### src/rtl/fpu_multicycle.sv
// Multicycle single-precision FADD/FMUL unit: IDLE->UNPACK->ALIGN->EXEC->NORM->DONE,
// five cycles from accepted start to done (LATENCY = 5), truncating rounding.
module fpu_multicycle (
  input  logic        clk,
  input  logic        reset,
  input  logic        start,
  input  logic [1:0]  FPUOp,
  input  logic [31:0] SrcA,
  input  logic [31:0] SrcB,
  output logic        busy,
  output logic        done,
  output logic [31:0] Result,
  output logic [3:0]  FPUFlags
);

  localparam logic [31:0] CANON_NAN = 32'h7FC00000;
  localparam logic [1:0]  OP_ADD    = 2'b01;
  localparam logic [1:0]  OP_MUL    = 2'b10;

  typedef enum logic [2:0] {
    S_IDLE   = 3'd0,
    S_UNPACK = 3'd1,
    S_ALIGN  = 3'd2,
    S_EXEC   = 3'd3,
    S_NORM   = 3'd4,
    S_DONE   = 3'd5
  } state_t;

  state_t             state_q, state_d;
  logic               busy_q, busy_d, done_q, done_d;
  logic [1:0]         op_q, op_d;
  logic [31:0]        opa_q, opa_d, opb_q, opb_d;
  logic               sa_q, sa_d, sb_q, sb_d, special_q, special_d;
  logic [7:0]         ea_q, ea_d, eb_q, eb_d;
  logic [23:0]        ma_q, ma_d, mb_q, mb_d;
  logic               sign_q, sign_d, sub_q, sub_d, zero_q, zero_d;
  logic signed [9:0]  exp_q, exp_d;
  logic [23:0]        mx_q, mx_d, my_q, my_d;
  logic [47:0]        mant_q, mant_d;
  logic [31:0]        res_q, res_d;
  logic [3:0]         flags_q, flags_d;

  logic               swap_s;
  logic [7:0]         ebig_s, esml_s, diff_s;
  logic [23:0]        mbig_s, msml_s, mlo_s;
  logic [5:0]         lead_s;
  logic [47:0]        norm_s;
  logic signed [11:0] exp_adj_s;
  logic [31:0]        nres_s;
  logic               ovf_s;
  logic               unused_s;

  // Sequencer: one cycle per state, busy/done computed one cycle ahead
  always_comb begin
    state_d = state_q;
    busy_d  = 1'b0;
    done_d  = 1'b0;
    case (state_q)
      S_IDLE: begin
        if (start) begin
          state_d = S_UNPACK;
          busy_d  = 1'b1;
        end else begin
          state_d = S_IDLE;
        end
      end
      S_UNPACK: begin state_d = S_ALIGN; busy_d = 1'b1; end
      S_ALIGN:  begin state_d = S_EXEC;  busy_d = 1'b1; end
      S_EXEC:   begin state_d = S_NORM;  busy_d = 1'b1; end
      S_NORM:   begin state_d = S_DONE;  busy_d = 1'b1; done_d = 1'b1; end
      S_DONE:   state_d = S_IDLE;
      default:  state_d = S_IDLE;
    endcase
  end

  // FADD alignment: larger magnitude goes to x, smaller is truncated right
  always_comb begin
    swap_s = ({ea_q, ma_q} < {eb_q, mb_q});
    ebig_s = swap_s ? eb_q : ea_q;
    esml_s = swap_s ? ea_q : eb_q;
    mbig_s = swap_s ? mb_q : ma_q;
    msml_s = swap_s ? ma_q : mb_q;
    diff_s = ebig_s - esml_s;
    mlo_s  = (diff_s >= 8'd25) ? 24'd0 : (msml_s >> diff_s);
  end

  // Normalisation: leading-one detect, exponent adjust and result selection
  always_comb begin
    lead_s = 6'd0;
    for (int i = 0; i < 48; i++) begin
      lead_s = mant_q[i] ? 6'(i) : lead_s;
    end
    norm_s    = mant_q << (6'd47 - lead_s);
    // Product binary point sits at bit 46, sum binary point at bit 23
    exp_adj_s = $signed({{2{exp_q[9]}}, exp_q}) + $signed({6'd0, lead_s})
              - ((op_q == OP_MUL) ? 12'sd46 : 12'sd23);
    unused_s  = ^{norm_s[47], norm_s[23:0]};
    nres_s    = 32'd0;
    ovf_s     = 1'b0;
    if ((op_q != OP_ADD) && (op_q != OP_MUL)) begin
      nres_s = 32'd0;
    end else if (special_q) begin
      nres_s = CANON_NAN;
      ovf_s  = 1'b1;
    end else if ((op_q == OP_MUL) && zero_q) begin
      nres_s = {sign_q, 31'd0};
    end else if (mant_q == 48'd0) begin
      nres_s = 32'd0;
    end else if (exp_adj_s >= 12'sd255) begin
      nres_s = {sign_q, 8'hFF, 23'd0};
      ovf_s  = 1'b1;
    end else if (exp_adj_s <= 12'sd0) begin
      nres_s = {sign_q, 31'd0};
    end else begin
      nres_s = {sign_q, exp_adj_s[7:0], norm_s[46:24]};
    end
  end

  // Datapath next-state: each stage updates only its own registers
  always_comb begin
    op_d = op_q;   opa_d = opa_q;   opb_d = opb_q;
    sa_d = sa_q;   sb_d = sb_q;     special_d = special_q;
    ea_d = ea_q;   eb_d = eb_q;     ma_d = ma_q;   mb_d = mb_q;
    sign_d = sign_q; sub_d = sub_q; zero_d = zero_q; exp_d = exp_q;
    mx_d = mx_q;   my_d = my_q;     mant_d = mant_q;
    res_d = res_q; flags_d = flags_q;
    case (state_q)
      S_IDLE: begin
        if (start) begin
          op_d  = FPUOp;
          opa_d = SrcA;
          opb_d = SrcB;
        end else begin
          op_d  = op_q;
        end
      end
      S_UNPACK: begin
        sa_d      = opa_q[31];
        sb_d      = opb_q[31];
        ea_d      = opa_q[30:23];
        eb_d      = opb_q[30:23];
        ma_d      = (opa_q[30:23] == 8'h00) ? 24'd0 : {1'b1, opa_q[22:0]};
        mb_d      = (opb_q[30:23] == 8'h00) ? 24'd0 : {1'b1, opb_q[22:0]};
        special_d = (opa_q[30:23] == 8'hFF) || (opb_q[30:23] == 8'hFF);
      end
      S_ALIGN: begin
        if (op_q == OP_MUL) begin
          sign_d = sa_q ^ sb_q;
          exp_d  = $signed({2'b00, ea_q}) + $signed({2'b00, eb_q}) - 10'sd127;
          mx_d   = ma_q;
          my_d   = mb_q;
          sub_d  = 1'b0;
          zero_d = (ma_q == 24'd0) || (mb_q == 24'd0);
        end else begin
          sign_d = swap_s ? sb_q : sa_q;
          exp_d  = $signed({2'b00, ebig_s});
          mx_d   = mbig_s;
          my_d   = mlo_s;
          sub_d  = sa_q ^ sb_q;
          zero_d = 1'b0;
        end
      end
      S_EXEC: begin
        if (op_q == OP_MUL) begin
          mant_d = {24'd0, mx_q} * {24'd0, my_q};
        end else if (sub_q) begin
          mant_d = {24'd0, mx_q} - {24'd0, my_q};
        end else begin
          mant_d = {24'd0, mx_q} + {24'd0, my_q};
        end
      end
      S_NORM: begin
        res_d   = nres_s;
        flags_d = {nres_s[31], (nres_s[30:0] == 31'd0), 1'b0, ovf_s};
      end
      S_DONE:  res_d = res_q;
      default: res_d = res_q;
    endcase
  end

  // State and datapath registers, cleared by the asynchronous reset
  always_ff @(posedge clk or negedge reset) begin
    if (!reset) begin
      state_q <= S_IDLE;   busy_q <= 1'b0;   done_q <= 1'b0;
      op_q <= 2'd0;        opa_q <= 32'd0;   opb_q <= 32'd0;
      sa_q <= 1'b0;        sb_q <= 1'b0;     special_q <= 1'b0;
      ea_q <= 8'd0;        eb_q <= 8'd0;     ma_q <= 24'd0;   mb_q <= 24'd0;
      sign_q <= 1'b0;      sub_q <= 1'b0;    zero_q <= 1'b0;  exp_q <= 10'sd0;
      mx_q <= 24'd0;       my_q <= 24'd0;    mant_q <= 48'd0;
      res_q <= 32'd0;      flags_q <= 4'd0;
    end else begin
      state_q <= state_d;  busy_q <= busy_d; done_q <= done_d;
      op_q <= op_d;        opa_q <= opa_d;   opb_q <= opb_d;
      sa_q <= sa_d;        sb_q <= sb_d;     special_q <= special_d;
      ea_q <= ea_d;        eb_q <= eb_d;     ma_q <= ma_d;    mb_q <= mb_d;
      sign_q <= sign_d;    sub_q <= sub_d;   zero_q <= zero_d; exp_q <= exp_d;
      mx_q <= mx_d;        my_q <= my_d;     mant_q <= mant_d;
      res_q <= res_d;      flags_q <= flags_d;
    end
  end

  assign busy     = busy_q;
  assign done     = done_q;
  assign Result   = res_q;
  assign FPUFlags = flags_q;

endmodule

### config.mk
export PLATFORM = sky130hd
export DESIGN_NAME = fpu_multicycle
export DESIGN_NICKNAME = d
export VERILOG_FILES = /design/src/rtl/fpu_multicycle.sv
export SDC_FILE = /design/constraint.sdc
export NUM_CORES = 2
export LEC_CHECK = 0
export CAP_MARGIN = 10
export CORE_UTILIZATION = 38
export CTS_CLUSTER_DIAMETER = 120
export DETAILED_ROUTE_END_ITERATION = 10
export RECOVER_POWER = 50
export SLEW_MARGIN = 40
export SYNTH_ARGS = -nofsm -noshare
export SYNTH_HDL_FRONTEND = slang
export SYNTH_SLANG_ARGS = --single-unit
### constraint.sdc
create_clock -name clk -period 15.7 [get_ports clk]
set_input_delay 1.57 -clock clk [delete_from_list [all_inputs] [get_ports clk]]
set_output_delay 1.57 -clock clk [all_outputs]
set_load 0.01 [all_outputs]
After elaboration in Yosys (flattened, before gate mapping)
Index checks and enable logic that the tools add are counted.
{ "totals": {"word_cells": 140, "register_bits": 282, "in_bits": 69} }
{ "classes": {"mux": 80, "magnitude_cmp": 4, "shifts": 2, "n_addsub": 8, "n_eq_ne": 9, "reduce_logical": 13, "mul": 1, "n_bitwise": 1} }
{ "op_table": {"columns": ["cell", "n"], "rows": [
  ["$mux 24", 7],
  ["$mux 32", 4],
  ["$mux 6", 17],
  ["$mux 48", 2],
  ["$mux 5", 16],
  ["$mux 31", 2],
  ["$logic_not 24->1", 2],
  ["$logic_not 48->1", 1],
  ["$mul 24x24->48", 1],
  ["$shl 48x6->47", 1],
  ["$lt 32x32->1", 1],
  ["$mux 4", 8],
  ["$logic_not 31->1", 1],
  ["$add 24x24->25", 1],
  ["$sub 24x24->25", 1],
  ["$shr 24x8->24", 1],
  ["$eq 8x8->1 const B", 2],
  ["$logic_not 8->1", 2],
  ["$mux 8", 2],
  ["$pmux 3 s5", 1],
  ["$mux 1", 13],
  ["$ge 12x9->1 const B", 1],
  ["$le 12x1->1 const B", 1],
  ["$mux 3", 4],
  ["other kinds (22)", 26]
]} }

Logic depth before layout (Yosys ltp)
{ "depth": {"ltp_word": 57, "mapped_depth": 29, "depth_no_buf": 28} }

Worst setup path before layout
OpenSTA, ideal clock, no wires.
{ "synth_timing": {"path_kind": "flip-flop to flip-flop", "start": "reg mx_q[16]", "end": "reg mant_q[47]", "arrival_ns": 7.003, "path_buffers": 1, "synth_period_minus_slack_ns": 7.140, "required_time_ns": 15.563, "setup_slack_ns": 8.560, "path_stages_with_launch": 28, "path_cell_list": "dfrtp_1 clkbuf_1 nand2_1 fa_1 inv_1 fa_1 fa_1 inv_1 fa_1 inv_1 fa_1 inv_1 fa_1 inv_1 fa_1 ha_1 or3_1 a211oi_1 o21ai_0 a32oi_1 o21ai_0 a211oi_1 o31ai_1 o41a_1 nand3_1 nand2_1 xnor2_1 a21oi_1"} }
{ "synth_between": {"elab_chain_cells": 3} }
{ "synth_lines": {"columns": ["element", "line_no", "source"], "rows": [
  ["start, declared", "38", "logic [23:0] mx_q, mx_d, my_q, my_d;"],
  ["start signal, assigned", "197", "mx_q <= mx_d; my_q <= my_d; mant_q <= mant_d;"],
  ["parallel branches: the longest is 2 deep, another holds $mul 24x24->48", null, null],
  ["$mux 48 *", "164", "if (op_q == OP_MUL) begin"],
  ["end signal, assigned", "197", null],
  ["end, declared", "39", "logic [47:0] mant_q, mant_d;"]
]} }
Mark *: on every way between the ends.
A chain may end at the register's enable or synchronous reset.

Final worst setup path
{ "layout_timing": {"start": "reg mx_q[9]", "end": "reg mant_q[47]"} }
The elaborated chain is that of the path after synthesis.

==> results.md <==
* Met1 wire length at about 51000 um
* Fin. Hold Viols at 0
* Critical path class: flip-flop to flip-flop
* Crit path DAT at 8.65 ns
* Share of cells above drive strength 1 at 6.44%
* EDFF count, synth at 0
* Syn_nets at a little over 5k
* Status: finished, violations left
* Final min period at between 8 and 9 ns
* Routed vias at 31.0k
* Synth warnings at 0
* Die ar. at slightly above 100000 um^2
* RSZ-0062 raised after global routing: false
* Startpoint types: flip-flop
* Fin crit share at approximately 53%
* Crit Path Max Fanout at 15
* Area Growth Syn to Fin at 9.45%
* Nets at 5088
* Biggest area consumer among synthesized cells: fa_1
* Via density at about 5.6
* Max-cap violations at 8
* Failing checks: max-capacitance violations, max-slew violations
* Setup Buffers After CTS at 0
* Gate Count Post-Synth at approximately 4.3k
* Hold Crit Class: flip-flop to flip-flop
* Largest cells by area after synthesis: fa_1 26%, dfrtp_1 18%, ha_1 9.3%, inv_1 6.2%, nand2_1 5.7%
* Maximum clock path buffer count at 3
* Worst path bufs/invs at 8
* CTS tree: yes
* Total Wirelength at around 120000 um
* Post-synth top cells: 632 x inv_1, 580 x nand2_1, 489 x fa_1
* Routed met2 length at around 57000 um
* Worst rel slew slack at -200%
* CTS hold repair buffers at 0
* DRC at 0
* Final Wtd Congestion at 0.969
* Die width at 319 um
* Core area at around 100000 um^2
* IO Count at 107
* #FFs+latches synth at ~280
* Clock Skews at about 0.013 ns
* CP required at ~16 ns
* CTS buffer count at 34
* Min Hold Slack at around 0.46 ns
* Die Span Y at between 300 and 400 um
* Port Buffers at approximately 110
* Yosys top cell area share at between 20% and 30%
* Antenna violations before repair at 0
* Top Layer Used: met4
* Fmax at between 0.1 and 0.15 GHz
* Sink Count at roughly 280
* Crit path setup slack, layout at around 7.5 ns
* WL per Instance at about 22 um
* Cell Area, Synth at roughly 38000 um^2
* Routed Antenna Nets at 0
* Post-cts resize count at 0
* Sequential area share after synthesis at between 10% and 20%
* Crit path max-delay family: adder cells
* Vias in the first global route at roughly 32k
* Worst path most repeated cell: fa_1
* First-pass GRT wire length at 190000 um
* Worst Tran Pin Value at around 4.5 ns
* Final setup viols at 0
* Initial DRC Count at between 2k and 2.5k
* Distinct cells, synth at 87
* Synth Area per Inst at around 9.0 um^2
* CTS H-tree depth at 2
* Met3 routed WL at between 7000 and 8000 um
* Async SR Flop Fraction at 100%
* Slew Viols, Final at between 500 and 600
* GR Overflow Total at 0
* Setup TNS at 0 ns
* Pre-CTS setup slack at ~7.6 ns
* CTS clk-pin slew, worst paths at 0.06 ns
* Hpwl dp at 92800 um
* Count leader, synth: inv_1
* Total GRT Usage at 24.0%
* Ys flop type: dfrtp_1
* Crit path capture type: flip-flop
* CP max stage cell: dfrtp_1
* CTS root buf: clkbuf_16
* Row cnt at 115
* Largest net degree at the start of global routing at just over 80
* Worst skew pair latency at roughly 0.55 ns
* Starting Density at 38.6%
* Largest stage delay, worst path at between 0.6 and 0.7 ns
* First-pass DRT Iterations at 6
## worst reg2reg max path, delay by kind of cell, from the launching register on
family | cells | cell delay, ns
DFF | 1 | 0.66
AOI/OAI and AO/OA | 8 | 1.88
and+or+nand+nor | 3 | 0.56
adders and majority gates | 9 | 3.86
xor gates and xnor gates | 1 | 0.15
buffers and inverters | 8 | 0.98
## stage by stage
| step | util (%) | instance area (um^2) | std cells |
|---|---|---|---|
| finish | 42.2 | 41700 | 5559 |
| global route | 42.2 | 41700 | 5558 |
| CTS | 42.3 | 41800 | 5558 |
| detailed placement | 41.1 | 40600 | 5498 |
| global placement | 41.0 | 40500 | 5497 |
| floorplan | - | 38100 | 4259 |
## routing by layer
layer	global-route usage (%)	vias up
met4	8.68	0
met1	32.2	15672
met5	0	-
met2	39.6	1084
li1	-	14058
met3	2.90	188
## final cells by class
type | instances | area, um^2
Inverter | 636 | 2390
Timing Repair Buffer | 178 | 1570
Fill cell | 9825 | 57100
Multi-Input combinational cell | 3116 | 27900
Tap cell | 1287 | 1610
Antenna cell | 1 | 2.50
Clock buffer | 48 | 993
Sequential cell | 281 | 7040
Clock inverter | 12 | 231
## registers in the layout, summed over array words and instances, names as in the netlist, 2 cells and up
name / cells
opa_q: 32
my_q: 24
eb_q: 8
mx_q: 24
ma_q: 24
mb_q: 24
FPUFlags: 2
mant_q: 48
op_q: 2
Result: 32
state_q: 3
exp_q: 10
opb_q: 32
ea_q: 8
## cells by family after synthesis
kind of cell / after synthesis / synth area share (%)
other cells: 1 / 0.00983
compound gates: 756 / 13.1
fa+ha+maj: 772 / 34.9
mux: 285 / 8.40
buf+inv: 862 / 8.57
simple gates: 1223 / 14.7
xor+xnor: 79 / 1.81
flops: 281 / 18.4
## cells in the final DEF, fill, tap and decap left out, drive strengths merged, types with 19 or more instances in the layout
master / n
inv: 635
nand2: 580
fa: 489
ha: 283
dfrtp: 281
nor2: 207
a21oi: 183
and2: 178
o21ai: 178
mux2i: 176
clkdlybuf4s50: 103
mux2: 90
buf: 64
clkbuf: 58
nand3: 57
a22o: 50
xnor2: 50
a21o: 48
nor3: 42
nor4: 38
a31oi: 33
a211oi: 32
xor2: 29
o31ai: 25
o211ai: 24
nor2b: 23
o22ai: 21
nand2b: 19
mux4: 19
o221ai: 19
## path summary, 6_finish.rpt
path	endpoint	slack, ns	cells after the start	from
max in group asynchronous	my_q[3]	7.97	2	reset
hold reg to reg	Result[1]	0.46	2	Result[1]
setup reg to reg	mant_q[47]	7.45	29	mx_q[9]
hold / removal	Result[1]	0.46	2	Result[1]
min in group asynchronous	Result[20]	2.59	1	reset
setup / recovery	mant_q[47]	7.45	29	mx_q[9]
Power is left out: the tool's default activity adds up to more than one toggle a clock period on the data nets, which glitch-free logic cannot reach.
